[config.mk]
export PLATFORM = sky130hd
export DESIGN_NAME = l2_port_arbiter
export DESIGN_NICKNAME = d
export VERILOG_FILES = /design/src/rtl/l2_port_arbiter_pkg.sv /design/src/rtl/l2_port_arbiter_rr_arbiter2.sv /design/src/rtl/l2_port_arbiter.sv
export SDC_FILE = /design/constraint.sdc
export NUM_CORES = 2
export LEC_CHECK = 0
export BUFFER_PORTS_ARGS = -buffer_cell sky130_fd_sc_hd__clkbuf_2
export CORE_AREA = 2 2 548 550
export DETAILED_ROUTE_END_ITERATION = 10
export DIE_AREA = 0 0 550 552
export GPL_ROUTABILITY_DRIVEN = 1
export PLACE_DENSITY_LB_ADDON = 0.12
export SLEW_MARGIN = 20
export SYNTH_ARGS = -nofsm -noshare
export SYNTH_HDL_FRONTEND = slang
export SYNTH_HIERARCHICAL = 1
export SYNTH_SLANG_ARGS = --single-unit
[constraint.sdc]
create_clock -name clk -period 2.15 [get_ports clk]
set_clock_uncertainty 0.2 [all_clocks]
set_input_delay 0 -clock clk [delete_from_list [all_inputs] [get_ports clk]]
set_output_delay 0 -clock clk [all_outputs]
set_load 0.05 [all_outputs]
[src/rtl/l2_port_arbiter_pkg.sv]
`default_nettype none
// ============================================================================
// l2_port_arbiter_pkg : shared types and defaults for the L2 port arbiter
// Rev 1.0
// ============================================================================
package l2_port_arbiter_pkg;

  localparam int c_line_w = 256;
  localparam int c_addr_w = 32;

  typedef enum logic [1:0] {
    IDLE   = 2'd0,
    BUSY_I = 2'd1,
    BUSY_D = 2'd2,
    RESP   = 2'd3
  } arb_state_t;

endpackage : l2_port_arbiter_pkg
`default_nettype wire

[src/rtl/l2_port_arbiter_rr_arbiter2.sv]
`default_nettype none
// ============================================================================
// rr_arbiter2 : two-way round-robin grant (bit 0 = I side, bit 1 = D side)
// Rev 1.0
// ============================================================================
module rr_arbiter2 (
  input  logic [1:0] req,
  input  logic       last_grant,
  output logic [1:0] gnt
);

  // On a tie the side that was not served last wins.
  always_comb begin
    gnt = 2'b00;
    case (req)
      2'b01:   gnt = 2'b01;
      2'b10:   gnt = 2'b10;
      2'b11:   gnt = last_grant ? 2'b01 : 2'b10;
      default: gnt = 2'b00;
    endcase
  end

endmodule : rr_arbiter2
`default_nettype wire

[src/rtl/l2_port_arbiter.sv]
`default_nettype none
// ============================================================================
// l2_port_arbiter : shares the single L2 port between the L1I and L1D miss paths
// Rev 1.0
// ============================================================================
module l2_port_arbiter
  import l2_port_arbiter_pkg::*;
#(
  parameter int LINE_W = c_line_w,
  parameter int ADDR_W = c_addr_w
) (
  input  logic              clk,
  input  logic              rst_n,
  input  logic              i_read,
  input  logic [ADDR_W-1:0] i_address,
  output logic [LINE_W-1:0] i_rdata,
  output logic              i_resp,
  input  logic              d_read,
  input  logic              d_write,
  input  logic [ADDR_W-1:0] d_address,
  input  logic [LINE_W-1:0] d_wdata,
  output logic [LINE_W-1:0] d_rdata,
  output logic              d_resp,
  output logic              l2_read,
  output logic              l2_write,
  output logic [ADDR_W-1:0] l2_address,
  output logic [LINE_W-1:0] l2_wdata,
  input  logic [LINE_W-1:0] l2_rdata,
  input  logic              l2_resp,
  output logic              l2_read_or_write
);

  arb_state_t        r_state;
  logic              r_last_grant;
  logic              r_op_write;
  logic [ADDR_W-1:0] r_addr;
  logic [LINE_W-1:0] r_wdata;
  logic [LINE_W-1:0] r_i_rdata;
  logic [LINE_W-1:0] r_d_rdata;
  logic              r_i_resp;
  logic              r_d_resp;

  logic              w_d_req;
  logic [1:0]        w_gnt;
  logic              w_busy;

  assign w_d_req = d_read | d_write;

  rr_arbiter2 u_rr_arbiter2 (
    .req        ({w_d_req, i_read}),
    .last_grant (r_last_grant),
    .gnt        (w_gnt)
  );

  always_ff @(posedge clk) begin
    if (!rst_n) begin
      r_state      <= IDLE;
      r_last_grant <= 1'b0;
      r_op_write   <= 1'b0;
      r_addr       <= '0;
      r_wdata      <= '0;
      r_i_rdata    <= '0;
      r_d_rdata    <= '0;
      r_i_resp     <= 1'b0;
      r_d_resp     <= 1'b0;
    end else begin
      r_i_resp <= 1'b0;
      r_d_resp <= 1'b0;
      case (r_state)
        IDLE: begin
          // A D request with both read and write high is a write-back.
          if (w_gnt[1]) begin
            r_addr     <= d_address;
            r_wdata    <= d_wdata;
            r_op_write <= d_write;
            r_state    <= BUSY_D;
          end else if (w_gnt[0]) begin
            r_addr     <= i_address;
            r_wdata    <= '0;
            r_op_write <= 1'b0;
            r_state    <= BUSY_I;
          end
        end
        BUSY_I: begin
          if (l2_resp) begin
            r_i_rdata    <= l2_rdata;
            r_i_resp     <= 1'b1;
            r_last_grant <= 1'b0;
            r_state      <= RESP;
          end
        end
        BUSY_D: begin
          if (l2_resp) begin
            if (!r_op_write) begin
              r_d_rdata <= l2_rdata;
            end
            r_d_resp     <= 1'b1;
            r_last_grant <= 1'b1;
            r_state      <= RESP;
          end
        end
        RESP: begin
          r_state <= IDLE;
        end
        default: begin
          r_state <= IDLE;
        end
      endcase
    end
  end

  // L2 strobes are decoded purely from state and the latched op.
  assign w_busy           = (r_state == BUSY_I) || (r_state == BUSY_D);
  assign l2_read          = w_busy & ~r_op_write;
  assign l2_write         = w_busy &  r_op_write;
  assign l2_read_or_write = w_busy;
  assign l2_address       = r_addr;
  assign l2_wdata         = r_wdata;
  assign i_rdata          = r_i_rdata;
  assign d_rdata          = r_d_rdata;
  assign i_resp           = r_i_resp;
  assign d_resp           = r_d_resp;

endmodule : l2_port_arbiter
`default_nettype wire

* Word level (Yosys, flattened, before mapping) *
Index checks and enable logic that the tools add are counted.

storage, ports and cells
  input port bits = 582
  register bits after elaboration = 806

operators by class
  reduce and logical (&&, ||, !) cells = 12
  eq/ne operators = 10
  muxes and demuxes = 16
  bitwise gates (word level) = 4

operator list
  kind                                                 count
  2-to-1 mux 256 bit                                   2
  2-to-1 mux 32 bit                                    2
  case mux 2 bit (3 select lines)                      2
  AND reduction 2 bit                                  5
  equality test 2 bit, second input constant           4
  2-to-1 mux 2 bit                                     4
  AND reduction 3 bit                                  2
  2-to-1 mux 1 bit                                     5
  equality test 2 x 1 -> 1 bit, second input constant  2
  != test 2 bit, second input constant                 2
  nonzero test 2 bit                                   2
  != test 3 x 1 -> 1 bit, second input constant        1
  AND 1 bit                                            2
  logical NOT 2 bit                                    1
  != test 2 x 1 -> 1 bit, second input constant        1
  case mux 1 bit (2 select lines)                      1
  OR reduction 2 bit                                   1
  logical OR 1 bit                                     1
  inverter 1 bit                                       1
  OR 1 bit                                             1

* Logic depth before layout (Yosys ltp) *
  word-level depth = 6
  mapped depth = 9

* Cells and area by module *
The synthesis kept the hierarchy.

modules (own cells, without submodules)
  module           seq. area each (µm²)  area an instance (µm²)  cells each  times used
  l2_port_arbiter  16135.5               29951.2                 3259        1
  rr_arbiter2      0.0                   18.8                    3           1

* Least setup slack after synthesis *
Ideal clock, no wire load.

  path kind = register to output
  from = register r_state[0]
  to = output l2_read
  required time = 1950 ps
  data arrival time = 1813 ps
  cell stages (with the launch flop) = 5
  path buffers = 0
  slack = 137 ps
  cell sequence = dfxtp_1 inv_1 ha_1 inv_1 nor2_1

between the ends
  cells in the longest elaborated chain, start to end = 3

RTL lines
  item                                                                        line                    source
  start: declaration                                                          l2_port_arbiter.sv:33   arb_state_t r_state;
  start signal: assignment                                                    l2_port_arbiter.sv:57   r_state <= IDLE;
  start signal: assignment                                                    l2_port_arbiter.sv:76   r_state <= BUSY_D;
  start signal: assignment                                                    l2_port_arbiter.sv:81   r_state <= BUSY_I;
  equality test 2 x 1 -> 1 bit / equality test 2 bit (equally long branches)  l2_port_arbiter.sv:113  assign w_busy = (r_state == BUSY_I) || (r_state == BUSY_D);
  logical OR 1 bit (*)                                                        l2_port_arbiter.sv:113
  named net l2_read_or_write                                                  l2_port_arbiter.sv:30   output logic l2_read_or_write
  AND 1 bit (*)                                                               l2_port_arbiter.sv:114  assign l2_read = w_busy & ~r_op_write;
  end: declaration                                                            l2_port_arbiter.sv:24   output logic l2_read,

Mark *: on every way through the listed nets, which the timed path passes. The rest lies on a longest branch.

* Worst setup path after layout *
  from = register r_wdata[10], in the netlist l2_wdata[10]
  to = output l2_wdata[10]

RTL lines
  item                      line                   source
  start: declaration        l2_port_arbiter.sv:37  logic [LINE_W-1:0] r_wdata;
  start signal: assignment  l2_port_arbiter.sv:74  r_wdata <= d_wdata;
  end: declaration          l2_port_arbiter.sv:27  output logic [LINE_W-1:0] l2_wdata,

No word-level cell between the ends.

==> impl_results.md <==
* Peak VDD IR at around 0.76 mV
* Initial antenna violation count at 66
* Register bit total from synthesis at 806
* WS Path Type: flop to output pin
* Finished Layout Cells at 9896
* Clock buffer count from CTS at 116
* Worst-case clock buffer depth at 4
* P per Cell Area at 1120 nW/um2
* Slew HR at 62.2%
* Largest net degree at the start of global routing at between 60 and 70
* First-pass GRT wire length at 288000 um
* R2R Path End: d_rdata[91]$_SDFFE_PN0P_
* Post-synthesis average cell area at 9.19 um2
* # rows at 201
* Vias in the first global route at 34.6k
* Cell area after placement at between 40000 and 50000 um2
* TritonCTS clock tree: done
* Hold Crit Start: l2_rdata[113]
* Root Driver: clkbuf_16
* Detailed Routing Iterations Pass 1 at 5
* Die Width at ~550 um
* Die area at 304000 um2
* GRT Total Usage at roughly 13%
* Critical-path cell list: clkbuf_2
* Mapped Cells at 3262
* Unrepaired setup endpoints after global routing: true
* Total core area at 298000 um2
* Worst R2R Setup Slack at 0.11 ns
* Overall routed net length at 213000 um
* DR vias/cell at 3.38
* Slowest cell on crit path: dfxtp_1
* Wire per inst at 21.5 um
* RR Startpoint: r_state[1]$_SDFFE_PN0P_
* Total number of vias at 33.5k
* Commonest non-fill, non-tap cells in the layout: 1382 x clkbuf_2, 1159 x dlygate4sd3_1, 1057 x nand2_1, 802 x dfxtp_1, 472 x a21boi_1
* CP startpoint kind: flop
* Worst slew pin tran at 0.567 ns
* DRC Markers at 0
* Layout area overhead at 93.2%
* H-tree levels at 3
* Placed insts at 8487
* Most common cell after layout, fill and taps aside: clkbuf_2
* HP Class: input port to flop
* Syn_nets at around 3.9k
* Reg2reg path depth at 8
* CP max stage delay at between 0.6 and 0.7 ns
* Netlist cell types at 29
* Max Cap Viol at 0
* Fmax at between 0.4 and 0.5 GHz
* Final core occ at 19.4%
* Arr. time, crit path at between 1.5 and 2 ns
* Bufs and invs on worst path at 1
* Hold Vio Cnt, Final at 0
* Total power at 64.6 mW
* Setup WS pre-CTS at -0.0881 ns
* Clock Latency Late Sink at 0.83 ns
* Max-slew violations at 0
* Sequential share of the synthesized area at 53.8%
* Final worst path period share at between 90% and 100%
* Fin nets at approximately 6.4k
* Final RePlAce weighted congestion at 0.879
* Worst hold margin at 0.0136 ns
* CP Max Fanout at 3
* Initial cell density of the core at between 10% and 20%
* Hold EP: i_rdata[113]$_SDFFE_PN0P_
* # setup viols final at 0
* Setup slack after layout at a little under 0.05 ns
* Syn. warnings at 6
* Setup TNS at 0 ns
* Crit path max-delay family: flip-flops
* CP endpoint kind: output pin
* Chip height at ~550 um
* Layout cell share with drive strength beyond 1 at 29.4%
* Final HPWL DP at ~170000 um
* I/O pins at ~1.4k
* GRT Residual Overflow at 0
* Clock slew at reported path FFs at 0.06 ns
* Status: completed
* Design Area, Final at 57900 um2
* Post-Syn Area at 30000 um2
* Required time of the critical path at 1.95 ns
* Hold-critical path depth at 4
* Crit path time final at 2.10 ns
* Detail Route Antenna Nets at 0
* IO buf count at 1386
* Num Clock Sinks at 806
* 1st-iter DRT viols at 1735
* Static Leak at 24.2 nW
[kinds of logic after synthesis]
family	count (synthesis)	synth area share, %
compound gates	814	20.7
fa+ha+maj	6	0.250
buf+inv	277	5.31
flops	806	53.8
mux	32	1.07
simple gates	1327	18.9
[per-layer routing]
layer	up-vias	track usage, %	routed length [um]
met2	1205	21.4	94200
met5	-	0	210
li1	16056	-	-
met1	15937	16.6	92300
met4	32	2.38	3610
met3	231	6.21	22800
[cell type report]
class | count | area [um2]
Antenna cell | 29 | 72.6
Clock buffer | 187 | 3490
Clock inverter | 20 | 278
Fill cell | 33850 | 240000
Inverter | 5 | 26.3
Multi-Input combinational cell | 2179 | 12300
Sequential cell | 806 | 16100
Tap cell | 3958 | 4950
Timing Repair Buffer | 2712 | 20700
[sequential cells by signal, indices dropped and copies added, names as in the netlist]
signal and cells:
i_rdata 256, r_last_grant 1, l2_wdata 256, d_rdata 256
i_resp 1, l2_address 32, r_state 2, r_op_write 1
d_resp 1
[power by group]
group / internal [mW] / total, mW / switching (mW) / leakage (nW)
registers: 17.5 / 19.2 / 1.70 / 6.57
clock network: 11.6 / 19.5 / 7.93 / 1.85
logic: 7.29 / 25.8 / 18.5 / 15.8
total: 36.4 / 64.6 / 28.2 / 24.2
[Yosys cell counts, drive strengths merged]
master,instances,area share (%)
dfxtp,806,54
o311a,1,0.033
o211ai,2,0.050
and2,3,0.063
o21ai,5,0.12
or2,1,0.021
and3,2,0.042
o21a,1,0.025
inv,5,0.063
nor3b,1,0.025
and3b,1,0.029
nand3b,1,0.025
a22oi,257,6.4
a21boi,515,13
o211a,32,1.1
nor2b,259,5.4
clkbuf,105,1.3
ha,6,0.25
buf,167,3.9
o31ai,1,0.025
nand2,1058,13
nor2,1,0.013
mux2i,32,1.1
[what timing repair did]
item                                    in CTS  in global routing
cloned                                       1                  3
setup buffers                                7                  3
pin swaps                                    5                  3
hold buffers                              1159                  0
endpoints found under the setup margin     279                138
endpoints found under the hold margin      806                  0
resized for setup                           24                 11
[how the worst max path moves through the flow]
stage / from / end / slack, ns / cells after the start
3_3_place_gp: r_last_grant$_SDFFE_PN0P_ / l2_address[20]$_SDFFE_PN0P_ / -0.08 / 6
5_1_grt: r_state[1]$_SDFFE_PN0P_ / l2_read / -0.05 / 5
3_5_place_dp: r_last_grant$_SDFFE_PN0P_ / l2_address[20]$_SDFFE_PN0P_ / -0.09 / 6
6_report: l2_wdata[10]$_SDFFE_PN0P_ / l2_wdata[10] / 0.05 / 1
4_1_cts: r_state[0]$_SDFFE_PN0P_ / l2_read / -0.08 / 5
2_1_floorplan: r_state[0]$_SDFFE_PN0P_ / l2_read / 0.14 / 4
(Power assumes the default switching activity.)
